[config.mk]
export PLATFORM = sky130hd
export DESIGN_NAME = arrow_field_flat
export DESIGN_NICKNAME = d
export VERILOG_FILES = /design/src/rtl/arrow_pkg.sv /design/src/rtl/arrow_field_if.sv /design/src/rtl/arrow_slot.sv /design/src/rtl/arrow_field.sv /design/src/flat_wrapper.sv
export SDC_FILE = /design/constraint.sdc
export NUM_CORES = 2
export LEC_CHECK = 0
export ABC_AREA = 1
export CAP_MARGIN = 25
export CORE_MARGIN = 2
export CORE_UTILIZATION = 48
export DETAILED_ROUTE_END_ITERATION = 10
export PLACE_DENSITY = 0.6
export SLEW_MARGIN = 20
export SYNTH_ARGS = -nofsm -noshare
export SYNTH_HDL_FRONTEND = slang
export SYNTH_SLANG_ARGS = --single-unit
[constraint.sdc]
create_clock -name clk -period 31.4 [get_ports clk]
set_input_delay 6.28 -clock clk [delete_from_list [all_inputs] [get_ports clk]]
set_output_delay 6.28 -clock clk [all_outputs]
set_load 0.02 [all_outputs]
[src/rtl/arrow_pkg.sv]
`default_nettype none
// ============================================================================
// Module   : arrow_pkg
// Brief    : Shared types and constants for the arrow_field sprite engine.
// Revision : 1.0 - initial release
// ============================================================================
package arrow_pkg;

   typedef enum logic [1:0] {
      MISS    = 2'd0,
      GOOD    = 2'd1,
      PERFECT = 2'd2
   } hit_grade_t;

   localparam int SCREEN_W = 1280;
   localparam int SCREEN_H = 720;

   localparam logic [0:7][11:0] LANE_COLOR = {
      12'hF00, 12'h0F0, 12'h00F, 12'hFF0,
      12'hF0F, 12'h0FF, 12'hF80, 12'h8F0
   };

   // Lane is stored 3 bits wide so the colour table covers every lane.
   typedef struct packed {
      logic               active;
      logic               up;
      logic [2:0]         speed;
      logic [2:0]         lane;
      logic signed [11:0] y;
   } arrow_slot_t;

endpackage
`default_nettype wire

[src/rtl/arrow_field_if.sv]
`default_nettype none
// ============================================================================
// Module   : arrow_field_if
// Brief    : Spawn handshake plus hit/grade/miss event bus of arrow_field.
// Revision : 1.0 - initial release
// ============================================================================
interface arrow_field_if
   import arrow_pkg::*;
#(
   parameter int LW = 2
);
   logic          spawn_valid_in;
   logic          spawn_ready_out;
   logic [LW-1:0] spawn_lane_in;
   logic [2:0]    spawn_speed_in;
   logic          spawn_up_in;
   logic          hit_valid_in;
   logic [LW-1:0] hit_lane_in;
   logic          grade_valid_out;
   hit_grade_t    grade_out;
   logic          miss_valid_out;
   logic [LW-1:0] miss_lane_out;

   modport master (
      output spawn_valid_in, spawn_lane_in, spawn_speed_in, spawn_up_in,
      output hit_valid_in, hit_lane_in,
      input  spawn_ready_out, grade_valid_out, grade_out, miss_valid_out, miss_lane_out
   );

   modport slave (
      input  spawn_valid_in, spawn_lane_in, spawn_speed_in, spawn_up_in,
      input  hit_valid_in, hit_lane_in,
      output spawn_ready_out, grade_valid_out, grade_out, miss_valid_out, miss_lane_out
   );
endinterface
`default_nettype wire

[src/rtl/arrow_slot.sv]
`default_nettype none
// ============================================================================
// Module   : arrow_slot
// Brief    : One arrow: registers, per-frame move/retire, coverage and distance.
// Revision : 1.0 - initial release
// ============================================================================
module arrow_slot
   import arrow_pkg::*;
#(
   parameter int WIDTH      = 8,
   parameter int HEIGHT     = 32,
   parameter int LANE_X0    = 448,
   parameter int LANE_PITCH = 64,
   parameter int SPEED_UNIT = 4,
   parameter int HIT_Y      = 600
) (
   input  logic        clk,
   input  logic        rst_n,
   input  logic        i_tick,
   input  logic        i_load,
   input  logic        i_free,
   input  logic [2:0]  i_lane,
   input  logic [2:0]  i_speed,
   input  logic        i_up,
   input  logic [10:0] i_hcount,
   input  logic [9:0]  i_vcount,
   output logic        o_active,
   output logic [2:0]  o_lane,
   output logic [11:0] o_dist,
   output logic        o_cover,
   output logic        o_retire
);
   localparam logic signed [12:0] c_y_top   = 13'(-HEIGHT);
   localparam logic signed [12:0] c_y_bot   = 13'(SCREEN_H);
   localparam logic signed [12:0] c_ty_dn   = 13'(HIT_Y);
   localparam logic signed [12:0] c_ty_up   = 13'(SCREEN_H - HIT_Y - HEIGHT);
   localparam logic signed [11:0] c_y_spawn = 12'(SCREEN_H - HEIGHT);

   arrow_slot_t        r_slot;
   logic signed [12:0] w_y, w_step, w_y_next, w_diff, w_vpos;
   logic [11:0]        w_x0, w_hpos;
   logic               w_off;

   assign w_y      = {r_slot.y[11], r_slot.y};
   assign w_step   = 13'(r_slot.speed) * 13'(SPEED_UNIT);
   assign w_y_next = r_slot.up ? (w_y - w_step) : (w_y + w_step);
   assign w_off    = r_slot.up ? (w_y_next <= c_y_top) : (w_y_next >= c_y_bot);
   assign w_diff   = w_y - (r_slot.up ? c_ty_up : c_ty_dn);
   assign o_dist   = w_diff[12] ? 12'(-w_diff) : w_diff[11:0];

   assign w_x0     = 12'(LANE_X0) + 12'(r_slot.lane) * 12'(LANE_PITCH);
   assign w_hpos   = {1'b0, i_hcount};
   assign w_vpos   = {3'b000, i_vcount};
   assign o_cover  = r_slot.active
                     && (w_hpos >= w_x0) && (w_hpos <= w_x0 + 12'(WIDTH - 1))
                     && (w_vpos >= w_y)  && (w_vpos <= w_y + 13'(HEIGHT - 1));

   // A slot taken by a hit this cycle neither moves nor reports a miss.
   assign o_retire = r_slot.active && i_tick && !i_free && w_off;
   assign o_active = r_slot.active;
   assign o_lane   = r_slot.lane;

   always_ff @(posedge clk or negedge rst_n) begin
      if (!rst_n) begin
         r_slot <= '0;
      end else if (i_free) begin
         r_slot.active <= 1'b0;
      end else if (i_load) begin
         r_slot.active <= 1'b1;
         r_slot.lane   <= i_lane;
         r_slot.speed  <= i_speed;
         r_slot.up     <= i_up;
         r_slot.y      <= i_up ? c_y_spawn : 12'sd0;
      end else if (i_tick && r_slot.active) begin
         r_slot.y <= w_y_next[11:0];
         if (w_off) r_slot.active <= 1'b0;
      end
   end
endmodule
`default_nettype wire

[src/rtl/arrow_field.sv]
`default_nettype none
// ============================================================================
// Module   : arrow_field
// Brief    : Multi-lane arrow pool: spawn allocation, hit grading, miss queue, render.
// Revision : 1.0 - initial release
// ============================================================================
module arrow_field
   import arrow_pkg::*;
#(
   parameter int NUM_LANES   = 4,
   parameter int NUM_SLOTS   = 16,
   parameter int WIDTH       = 8,
   parameter int HEIGHT      = 32,
   parameter int LANE_X0     = 448,
   parameter int LANE_PITCH  = 64,
   parameter int SPEED_UNIT  = 4,
   parameter int HIT_Y       = 600,
   parameter int HIT_WIN     = 16,
   parameter int PERFECT_WIN = 4
) (
   input  logic                       clk,
   input  logic                       rst_n_in,
   input  logic [10:0]                hcount_in,
   input  logic [9:0]                 vcount_in,
   arrow_field_if.slave               bus,
   output logic [$clog2(NUM_SLOTS):0] active_cnt_out,
   output logic [11:0]                pixel_out,
   output logic                       valid_out
);
   localparam int LW = $clog2(NUM_LANES);
   localparam int SW = $clog2(NUM_SLOTS);
   localparam int CW = SW + 1;

   logic [NUM_SLOTS-1:0] w_active, w_cover, w_retire, w_load, w_free, w_pend_all;
   logic [2:0]           w_lane [NUM_SLOTS];
   logic [11:0]          w_dist [NUM_SLOTS];
   logic [SW-1:0]        w_free_idx, w_hit_idx, w_miss_idx, w_pix_idx;
   logic                 w_origin, w_tick, w_spawn_fire, w_hit_found, w_miss_any, w_pix_any;
   logic [11:0]          w_best_d, w_color;
   logic [2:0]           w_miss_lane;

   logic                 r_origin_d, r_alive, r_grade_valid, r_miss_valid, r_valid;
   hit_grade_t           r_grade;
   logic [LW-1:0]        r_miss_lane;
   logic [NUM_SLOTS-1:0] r_pend;
   logic [2:0]           r_pend_lane [NUM_SLOTS];
   logic [CW-1:0]        r_cnt;
   logic [11:0]          r_pixel;

   assign w_origin     = (hcount_in == 11'd0) && (vcount_in == 10'd0);
   assign w_tick       = w_origin && !r_origin_d;
   assign w_spawn_fire = bus.spawn_valid_in && bus.spawn_ready_out;

   for (genvar i = 0; i < NUM_SLOTS; i++) begin : g_slot
      arrow_slot #(
         .WIDTH(WIDTH), .HEIGHT(HEIGHT), .LANE_X0(LANE_X0), .LANE_PITCH(LANE_PITCH),
         .SPEED_UNIT(SPEED_UNIT), .HIT_Y(HIT_Y)
      ) u_slot (
         .clk(clk), .rst_n(rst_n_in), .i_tick(w_tick), .i_load(w_load[i]), .i_free(w_free[i]),
         .i_lane(3'(bus.spawn_lane_in)), .i_speed(bus.spawn_speed_in), .i_up(bus.spawn_up_in),
         .i_hcount(hcount_in), .i_vcount(vcount_in), .o_active(w_active[i]), .o_lane(w_lane[i]),
         .o_dist(w_dist[i]), .o_cover(w_cover[i]), .o_retire(w_retire[i])
      );
      assign w_load[i] = w_spawn_fire && (w_free_idx == SW'(i));
      assign w_free[i] = bus.hit_valid_in && w_hit_found && (w_hit_idx == SW'(i));
   end

   // Priority encoders: downward scans so the lowest index is the final winner.
   always_comb begin
      w_free_idx = '0;
      w_miss_idx = '0;
      w_pix_idx  = '0;
      for (int i = NUM_SLOTS - 1; i >= 0; i--) begin
         if (!w_active[i])  w_free_idx = SW'(i);
         if (w_pend_all[i]) w_miss_idx = SW'(i);
         if (w_cover[i])    w_pix_idx  = SW'(i);
      end
   end

   // Strict '<' keeps the earlier (lower) index on equal distances.
   always_comb begin
      w_hit_found = 1'b0;
      w_hit_idx   = '0;
      w_best_d    = '1;
      for (int i = 0; i < NUM_SLOTS; i++) begin
         if (w_active[i] && (w_lane[i] == 3'(bus.hit_lane_in)) && (w_dist[i] <= 12'(HIT_WIN))
             && (!w_hit_found || (w_dist[i] < w_best_d))) begin
            w_hit_found = 1'b1;
            w_hit_idx   = SW'(i);
            w_best_d    = w_dist[i];
         end
      end
   end

   assign w_pend_all  = r_pend | w_retire;
   assign w_miss_any  = |w_pend_all;
   assign w_miss_lane = w_retire[w_miss_idx] ? w_lane[w_miss_idx] : r_pend_lane[w_miss_idx];
   assign w_pix_any   = |w_cover;
   assign w_color     = LANE_COLOR[w_lane[w_pix_idx]]
                        | ((w_dist[w_pix_idx] <= 12'(HIT_WIN)) ? 12'h111 : 12'h000);

   always_ff @(posedge clk or negedge rst_n_in) begin
      if (!rst_n_in) begin
         r_origin_d    <= 1'b0;
         r_alive       <= 1'b0;
         r_grade_valid <= 1'b0;
         r_grade       <= MISS;
         r_miss_valid  <= 1'b0;
         r_miss_lane   <= '0;
         r_pend        <= '0;
         r_cnt         <= '0;
         r_valid       <= 1'b0;
         r_pixel       <= '0;
         for (int i = 0; i < NUM_SLOTS; i++) r_pend_lane[i] <= '0;
      end else begin
         r_origin_d    <= w_origin;
         r_alive       <= 1'b1;
         r_grade_valid <= bus.hit_valid_in;
         r_grade       <= !(bus.hit_valid_in && w_hit_found) ? MISS
                          : ((w_best_d <= 12'(PERFECT_WIN)) ? PERFECT : GOOD);
         r_miss_valid  <= w_miss_any;
         r_miss_lane   <= w_miss_any ? LW'(w_miss_lane) : '0;
         r_pend        <= w_pend_all & ~(w_miss_any ? (NUM_SLOTS'(1) << w_miss_idx) : '0);
         for (int i = 0; i < NUM_SLOTS; i++)
            if (w_retire[i]) r_pend_lane[i] <= w_lane[i];
         r_cnt         <= CW'($countones(w_active));
         r_valid       <= w_pix_any;
         r_pixel       <= w_pix_any ? w_color : 12'h000;
      end
   end

   assign bus.spawn_ready_out = r_alive && !(&w_active);
   assign bus.grade_valid_out = r_grade_valid;
   assign bus.grade_out       = r_grade;
   assign bus.miss_valid_out  = r_miss_valid;
   assign bus.miss_lane_out   = r_miss_lane;
   assign active_cnt_out      = r_cnt;
   assign pixel_out           = r_pixel;
   assign valid_out           = r_valid;
endmodule
`default_nettype wire
[src/flat_wrapper.sv]
// flat-port wrapper written by rule: the top's interface ports become plain ports
module arrow_field_flat import arrow_pkg::*;
#(
   parameter int NUM_LANES   = 4,
   parameter int NUM_SLOTS   = 16,
   parameter int WIDTH       = 8,
   parameter int HEIGHT      = 32,
   parameter int LANE_X0     = 448,
   parameter int LANE_PITCH  = 64,
   parameter int SPEED_UNIT  = 4,
   parameter int HIT_Y       = 600,
   parameter int HIT_WIN     = 16,
   parameter int PERFECT_WIN = 4
)
  (clk, rst_n_in, hcount_in, vcount_in, active_cnt_out, pixel_out, valid_out, bus_spawn_valid_in, bus_spawn_lane_in, bus_spawn_speed_in, bus_spawn_up_in, bus_hit_valid_in, bus_hit_lane_in, bus_spawn_ready_out, bus_grade_valid_out, bus_grade_out, bus_miss_valid_out, bus_miss_lane_out);
  arrow_field_if bus_i ();
  input  logic clk;
  input  logic rst_n_in;
  input  logic [10:0] hcount_in;
  input  logic [9:0] vcount_in;
  output logic [$clog2(NUM_SLOTS):0] active_cnt_out;
  output logic [11:0] pixel_out;
  output logic valid_out;
  input wire logic [$bits(bus_i.spawn_valid_in)-1:0] bus_spawn_valid_in;
  input wire logic [$bits(bus_i.spawn_lane_in)-1:0] bus_spawn_lane_in;
  input wire logic [$bits(bus_i.spawn_speed_in)-1:0] bus_spawn_speed_in;
  input wire logic [$bits(bus_i.spawn_up_in)-1:0] bus_spawn_up_in;
  input wire logic [$bits(bus_i.hit_valid_in)-1:0] bus_hit_valid_in;
  input wire logic [$bits(bus_i.hit_lane_in)-1:0] bus_hit_lane_in;
  output wire logic [$bits(bus_i.spawn_ready_out)-1:0] bus_spawn_ready_out;
  output wire logic [$bits(bus_i.grade_valid_out)-1:0] bus_grade_valid_out;
  output wire logic [$bits(bus_i.grade_out)-1:0] bus_grade_out;
  output wire logic [$bits(bus_i.miss_valid_out)-1:0] bus_miss_valid_out;
  output wire logic [$bits(bus_i.miss_lane_out)-1:0] bus_miss_lane_out;
  assign bus_i.spawn_valid_in = bus_spawn_valid_in;
  assign bus_i.spawn_lane_in = bus_spawn_lane_in;
  assign bus_i.spawn_speed_in = bus_spawn_speed_in;
  assign bus_i.spawn_up_in = bus_spawn_up_in;
  assign bus_i.hit_valid_in = bus_hit_valid_in;
  assign bus_i.hit_lane_in = bus_hit_lane_in;
  assign bus_spawn_ready_out = bus_i.spawn_ready_out;
  assign bus_grade_valid_out = bus_i.grade_valid_out;
  assign bus_grade_out = bus_i.grade_out;
  assign bus_miss_valid_out = bus_i.miss_valid_out;
  assign bus_miss_lane_out = bus_i.miss_lane_out;
  arrow_field #(.NUM_LANES(NUM_LANES), .NUM_SLOTS(NUM_SLOTS), .WIDTH(WIDTH), .HEIGHT(HEIGHT), .LANE_X0(LANE_X0), .LANE_PITCH(LANE_PITCH), .SPEED_UNIT(SPEED_UNIT), .HIT_Y(HIT_Y), .HIT_WIN(HIT_WIN), .PERFECT_WIN(PERFECT_WIN)) u_core (.clk(clk), .rst_n_in(rst_n_in), .hcount_in(hcount_in), .vcount_in(vcount_in), .bus(bus_i), .active_cnt_out(active_cnt_out), .pixel_out(pixel_out), .valid_out(valid_out));
endmodule
# After elaboration in Yosys (flattened, before gate mapping)
# Memories as Yosys holds them, arrays and structs flattened.
# Cells that the tools add are included.
# W data, S select, Z words.
# word_totals
reg_bits,378
rom_bits,96
inputBits,33
out_inout_bits,25
word_cells,1063
memories,1
# op_classes
addsub,127
order_cmp,133
eq_ne,46
shifts,1
muxes,279
n_bitwise,23
reduce_logical,347
# mem_list
name,depth,width,rd,rd_clocked_by_memory_dff,write_ports,line,rtl
(name not given),8,12,1,0,0,arrow_field.sv:99,assign w_color = LANE_COLOR[w_lane[w_pix_idx]]
# ops
operator,count
$mux W12,69
$mux W4,56
$add A12 B6 Y13,16
$add A12 B6 Y13 const B,16
$ge A13 B11 Y1 const B,16
$le A11 B13 Y1,16
$le A13 B6 Y1 const B,16
$mux W13,16
$sub A12 B11 Y13,16
$sub A12 B6 Y13,16
$le A12 B5 Y1 const B,17
$logic_and A1 B1 Y1,196
$ge A11 B12 Y1,16
$neg A12 Y12,16
$lt A12 B12 Y1,15
$add A10 B3 Y11 const B,16
$ge A11 B10 Y1,16
$le A11 B11 Y1,16
$mux W10,17
$add A9 B8 Y10 const A,16
$mux W1,98
$reduce_and A2 Y1,48
$reduce_bool A3 Y1,32
$eq A4 B4 Y1 const B,16
33 further kinds,168

# Longest topological paths before layout
# depth
word_depth,95
mapped_depth,210
depth_no_buf,209

# Cells and area by module
# Synthesis repeated with hierarchy kept, for this count alone.
# unflattened
hier_cells,8423
area_unflattened_um2,56017.5
# modules_own_cells
module,instances,cells_per_inst,area_per_inst_um2,seq_area_each_um2
arrow_slot at u_core.g_slot[0].u_slot ...,12,396,2710.1,450.4
arrow_field,1,2083,12717.2,1751.7
arrow_slot at u_core.g_slot[9].u_slot,1,404,2751.4,450.4
arrow_slot at u_core.g_slot[14].u_slot,1,395,2701.3,450.4
arrow_slot at u_core.g_slot[15].u_slot,1,397,2687.6,450.4
arrow_slot at u_core.g_slot[1].u_slot,1,392,2638.8,450.4

# Worst setup path after synthesis
# OpenSTA, ideal clock, no wires.
# synth_timing
path_kind,input-to-reg
startpoint,in bus_hit_lane_in[1]
endpoint,reg u_core.r_miss_lane[0] (netlist: u_core.bus.miss_lane_out[0])
setup_ps,117
arrival_ps,29131
t_required_ps,31283
slack_ps,2152
cell_stages,182
n_path_buf,2
cell_sequence,clkbuf_1 inv_1 nand2_1 o2111ai_1 a21oi_1 nand3_1 nor2_1 nand2_4 nor2_1 ha_1 o21a_1 o21a_1 o2111ai_1 nand4_1 nand2_1 nand2_1 o21ai_0 ha_1 [... 146 more ...] a311oi_2 nand2_2 nand2_2 inv_2 or2_1 nor2_1 nand2_1 a21oi_4 nand3_4 buf_6 o21ai_1 nor2_1 o211ai_1 nand3_1 nand2_1 nand2_1 nand2_1 nor2_1
# synth_between
elab_chain_cells,92
elab_cells_between_ends,264
cone_classes,order compare: 15; eq/ne: 31; mux: 72; bitwise: 2; reduce/logical: 144
# synth_rtl
item,line,rtl
start: declaration,flat_wrapper.sv:29,input wire logic [$bits(bus_i.hit_lane_in)-1:0] bus_hit_lane_in;
$eq A2 B2 Y1,arrow_field.sv:86,if (w_active[i] && (w_lane[i] == 3'(bus.hit_lane_in)) && (w_dist[i] <= 12'(HIT_WIN))
$logic_and A1 B1 Y1 (2 in series),arrow_field.sv:86,
$mux W12 or $mux W1 (tied branches),arrow_field.sv:86,
$lt A12 B12 Y1 or $logic_not A1 Y1 (tied branches),arrow_field.sv:87,&& (!w_hit_found || (w_dist[i] < w_best_d))) begin
$logic_or A1 B1 Y1,arrow_field.sv:87,
$logic_and A1 B1 Y1,arrow_field.sv:87,
$mux W12 or $mux W1 (tied branches),arrow_field.sv:86,
$lt A12 B12 Y1 or $logic_not A1 Y1 (tied branches),arrow_field.sv:87,
[... 58 more ...],n/a,
$logic_and A1 B1 Y1 (2 in series),arrow_slot.sv:59,assign o_retire = r_slot.active && i_tick && !i_free && w_off;
$or A16 B16 Y16,arrow_field.sv:95,assign w_pend_all = r_pend | w_retire;
$mux W4 (16 in series),arrow_field.sv:75,if (w_pend_all[i]) w_miss_idx = SW'(i);
$not A4 Y5 (not written as such),arrow_field.sv:97,assign w_miss_lane = w_retire[w_miss_idx] ? w_lane[w_miss_idx] : r_pend_lane[w_miss_idx];
$bmux W3 S4,arrow_field.sv:97,
$mux W2 (not written as such) (2 in series),arrow_field.sv:97,
$mux W2,arrow_field.sv:97,
$mux W2 (*),arrow_field.sv:122,r_miss_lane <= w_miss_any ? LW'(w_miss_lane) : '0;
end signal: assignment,arrow_field.sv:122,
end: declaration,arrow_field.sv:44,logic [LW-1:0] r_miss_lane;
# Mark *: on every way between the ends. The rest lies on a longest branch, timed or not. The select of a mux whose other input is x is not followed.
# A chain may end at the register's enable or synchronous reset.

# Worst setup path after layout
# layout_timing
startpoint,in bus_hit_lane_in[0]
endpoint,reg u_core.r_miss_lane[0] (netlist: u_core.bus.miss_lane_out[0])
# The elaborated chain is that of the path after synthesis.

==> impl_metrics.py <==
metrics = {
    "drt": {
        "drtIter0Drc": 4996,
        "dr.pass1.iters": 8,
        "postRouteAntennaNets": 0,
        "route.detailed.drc": 0,
        "drt-total-wl_um": 186000,
        "vias_per_cell": 5.69,
        "wl_per_cell_um": 21.0,
        "via_count": 50485,
    },
    "sta": {
        "worst_slack_ns": 1.33,
        "fin_skew_ns": 0.0338,
        "fin_crit_ns": 30.07,
        "rsz0062_at_grt": "true",
        "timing.final.crit_share_pct": 95.8,
        "maxSlewViolCount": 0,
        "tightest_slew_ns": 1.11,
        "hold_viol_final": 0,
        "setup_viol": 0,
        "fmax_ghz": 0.0333,
        "slew_headroom_pct": 24.3,
    },
    "yosys": {
        "synth_cell_types": 80,
        "synth_most_common_cell": "nand2_1",
        "synth_area_um2": 49200,
        "synth_top_area_share_pct": 22.1,
        "yosysWarningCount": 0,
        "avgSynthCellArea_um2": 6.85,
        "yosysTopAreaCell": "ha_1",
        "synthTopCellsByCount": "nand2_1 (1526), inv_1 (993), ha_1 (868)",
        "synthArstFlopShare_pct": 100,
        "synth_area_leaders": "ha_1 (22%), dfrtp_1 (17%), nand2_1 (12%)",
        "seq_area_frac_synth_pct": 17.3,
        "synth-seq-cells": 340,
        "synthCells": 7184,
        "synth-main-ff-cell": "dfrtp_1",
        "synth_edf_count": 0,
    },
    "placed_design": {
        "port_buffers": 57,
        "place_hpwl_um": 147000,
        "place_area_um2": 52900,
        "gp_congestion": 1.03,
        "place_worst_setup_slack_ns": -1.07,
    },
    "cts": {
        "clkSinkCount": 340,
        "insertion_delay_ns": 0.68,
        "ctsLongestPathBuffers": 3,
        "root_buffer": "clkbuf_16",
        "cts.reportedPaths.clkPinSlew_ns": 0.06,
        "hold_buffers": 0,
        "cts_buffers": 49,
        "tritoncts": "yes",
        "cts-htree-levels": 2,
    },
    "floorplanning": {
        "dieArea_um2": 105000,
        "die_h_um": 324,
        "core-area_um2": 102000,
        "start_util_pct": 48.4,
        "io_pins": 58,
        "die_w_um": 324,
        "rows": 117,
    },
    "grt": {
        "grt_max_degree": 87,
        "grtUsageTotal_pct": 35.0,
        "grt_pass1_wl_um": 281000,
        "antenna_found_initial": 4,
        "overflow": 0,
        "grt_pass1_vias": 46187,
    },
    "min_path": {
        "holdCritPathClass": "flop to flop",
    },
    "setup_path": {
        "critPathMaxStageDelay_ns": 0.33,
        "cp.arrival_ns": 30.67,
        "endpoint_kind": "flop",
        "cp_slowest_cell": "ha_1",
        "crit_required_ns": 32.01,
        "cp_num_buf_inv": 9,
        "cpMostUsedCell": "nand2_2",
        "worstSetupPathType": "input pin to flop",
        "start_kind": "input pin",
        "critPathTopFamily": "compound AO/OA/AOI/OAI gates",
        "critPathMaxFanout": 8,
    },
    "cells_and_area": {
        "drive_gt1_share_pct": 9.21,
        "finalNetCount": 8391,
        "final_design_area_no_fill_um2": 55400,
        "syn_to_final_growth_pct": 12.6,
        "final_util_pct": 54.4,
        "antenna_cells": 0,
    },
    "run": {
        "cap_violations": 0,
    },
    "status": {
        "status": "finished clean",
    },
}
==> kinds of logic after synthesis <==
kind of cell | synth area share [%]
AND/OR/NAND/NOR | 26.2
adder cells (fa/ha/maj) | 23.2
buffers and inverters | 9.34
flip-flops | 17.3
AO/OA/AOI/OAI | 17.0
XOR/XNOR | 6.92
other | 0.0153
multiplexers | 0.0865
==> cell usage in the layout, fill, tap and decap left out, types with 19 or more instances in the layout <==
| master | synthesis | routed |
|---|---|---|
| a211oi_1 | 22 | 20 |
| a21o_1 | 39 | 39 |
| a21oi_1 | 416 | 399 |
| a21oi_2 | 2 | 19 |
| buf_4 | 10 | 253 |
| clkbuf_16 | 0 | 50 |
| clkdlybuf4s50_1 | 0 | 45 |
| dfrtp_1 | 340 | 340 |
| fa_1 | 27 | 27 |
| ha_1 | 868 | 866 |
| inv_1 | 993 | 989 |
| inv_2 | 73 | 75 |
| nand2_1 | 1526 | 1491 |
| nand2_2 | 38 | 65 |
| nand3_1 | 454 | 446 |
| nand3b_1 | 23 | 23 |
| nand4_1 | 112 | 112 |
| nor2_1 | 559 | 545 |
| nor2_4 | 14 | 23 |
| nor3_1 | 60 | 58 |
| nor4_1 | 32 | 32 |
| o21a_1 | 26 | 26 |
| o21ai_0 | 535 | 494 |
| o21ai_1 | 59 | 81 |
| o21bai_1 | 71 | 71 |
| o221ai_1 | 22 | 22 |
| o22ai_1 | 27 | 27 |
| o31ai_1 | 73 | 73 |
| or2_2 | 20 | 20 |
| xnor2_1 | 66 | 66 |
| xor2_1 | 321 | 321 |
==> final cells by class <==
cell class | instances | area [um2]
Fill cell | 10163 | 46400
Sequential cell | 340 | 8510
Timing Repair Buffer | 329 | 2710
Tap cell | 1368 | 1710
Clock inverter | 18 | 203
Multi-Input combinational cell | 5662 | 36700
Inverter | 1081 | 4070
Clock buffer | 72 | 1470
==> layer usage <==
metal  up-vias  GRT usage [%]  share of wire [%]
li1      24609              -                  -
met1     23782           50.2                 46
met2      1792           53.3                 42
met3       300           5.22                7.9
met4         2           12.0                3.7
met5         -              0             0.0086
==> worst reg2reg max path, delay by kind of cell (launching register included) <==
family	cells	cell delay, ns
and+or+nand+nor	77	7.96
DFF	1	0.48
AOI/OAI and AO/OA	98	11.69
adders and majority gates	16	4.72
buffers and inverters	8	0.85
==> what timing repair did <==
action / CTS / global route
buffers inserted: 2 / 12
pin swaps: 1 / 87
resized for setup: 9 / 193
gates cloned: 0 / 1
setup endpoints to repair: 15 / 258
==> per-stage QoR <==
step                      instances  TNS [ns]  hold WS (ns)
after global placement         8762    -0.814         0.473
after CTS                      8854         0         0.489
after floorplan                7199         0         0.445
after detailed placement       8762    -15.24         0.473
final                          8870         0         0.496
after global routing           8870     -1.96         0.512
==> final timing paths <==
path / start / end / slack (ns) / depth (start not counted)
worst max-delay path: bus_hit_lane_in[0] / u_core.bus.miss_lane_out[0]$_DFF_PN0_ / 1.33 / 194
worst min-delay path: u_core.r_pend_lane[7]$_DFFE_PN0P_ / u_core.r_pend_lane[7]$_DFFE_PN0P_ / 0.50 / 2
worst max register to register: u_core.g_slot[0].u_slot.r_slot[18]$_DFFE_PN0P_ / u_core.bus.miss_lane_out[0]$_DFF_PN0_ / 5.67 / 199
worst min register to register: u_core.r_pend_lane[7]$_DFFE_PN0P_ / u_core.r_pend_lane[7]$_DFFE_PN0P_ / 0.50 / 2
max in group asynchronous: rst_n_in / u_core.g_slot[0].u_slot.r_slot[7]$_DFFE_PN0P_ / 23.49 / 4
min in group asynchronous: rst_n_in / u_core.g_slot[8].u_slot.r_slot[16]$_DFFE_PN0P_ / 5.64 / 1
==> flip-flops by register name (all words and copies together) (netlist names) <==
signal / count
u_core.r_alive: 1
u_core.active_cnt_out: 5
u_core.g_slot.u_slot.o_lane: 32
u_core.bus.miss_valid_out: 1
u_core.valid_out: 1
u_core.g_slot.u_slot.o_active: 16
u_core.r_pend_lane: 32
u_core.bus.grade_valid_out: 1
u_core.bus.grade_out: 2
u_core.bus.miss_lane_out: 2
u_core.g_slot.u_slot.r_slot: 224
u_core.r_pend: 16
u_core.r_origin_d: 1
u_core.pixel_out: 6
Power is not shown: default switching activity piles up to over one toggle a cycle in this logic, so the estimate is an artifact.
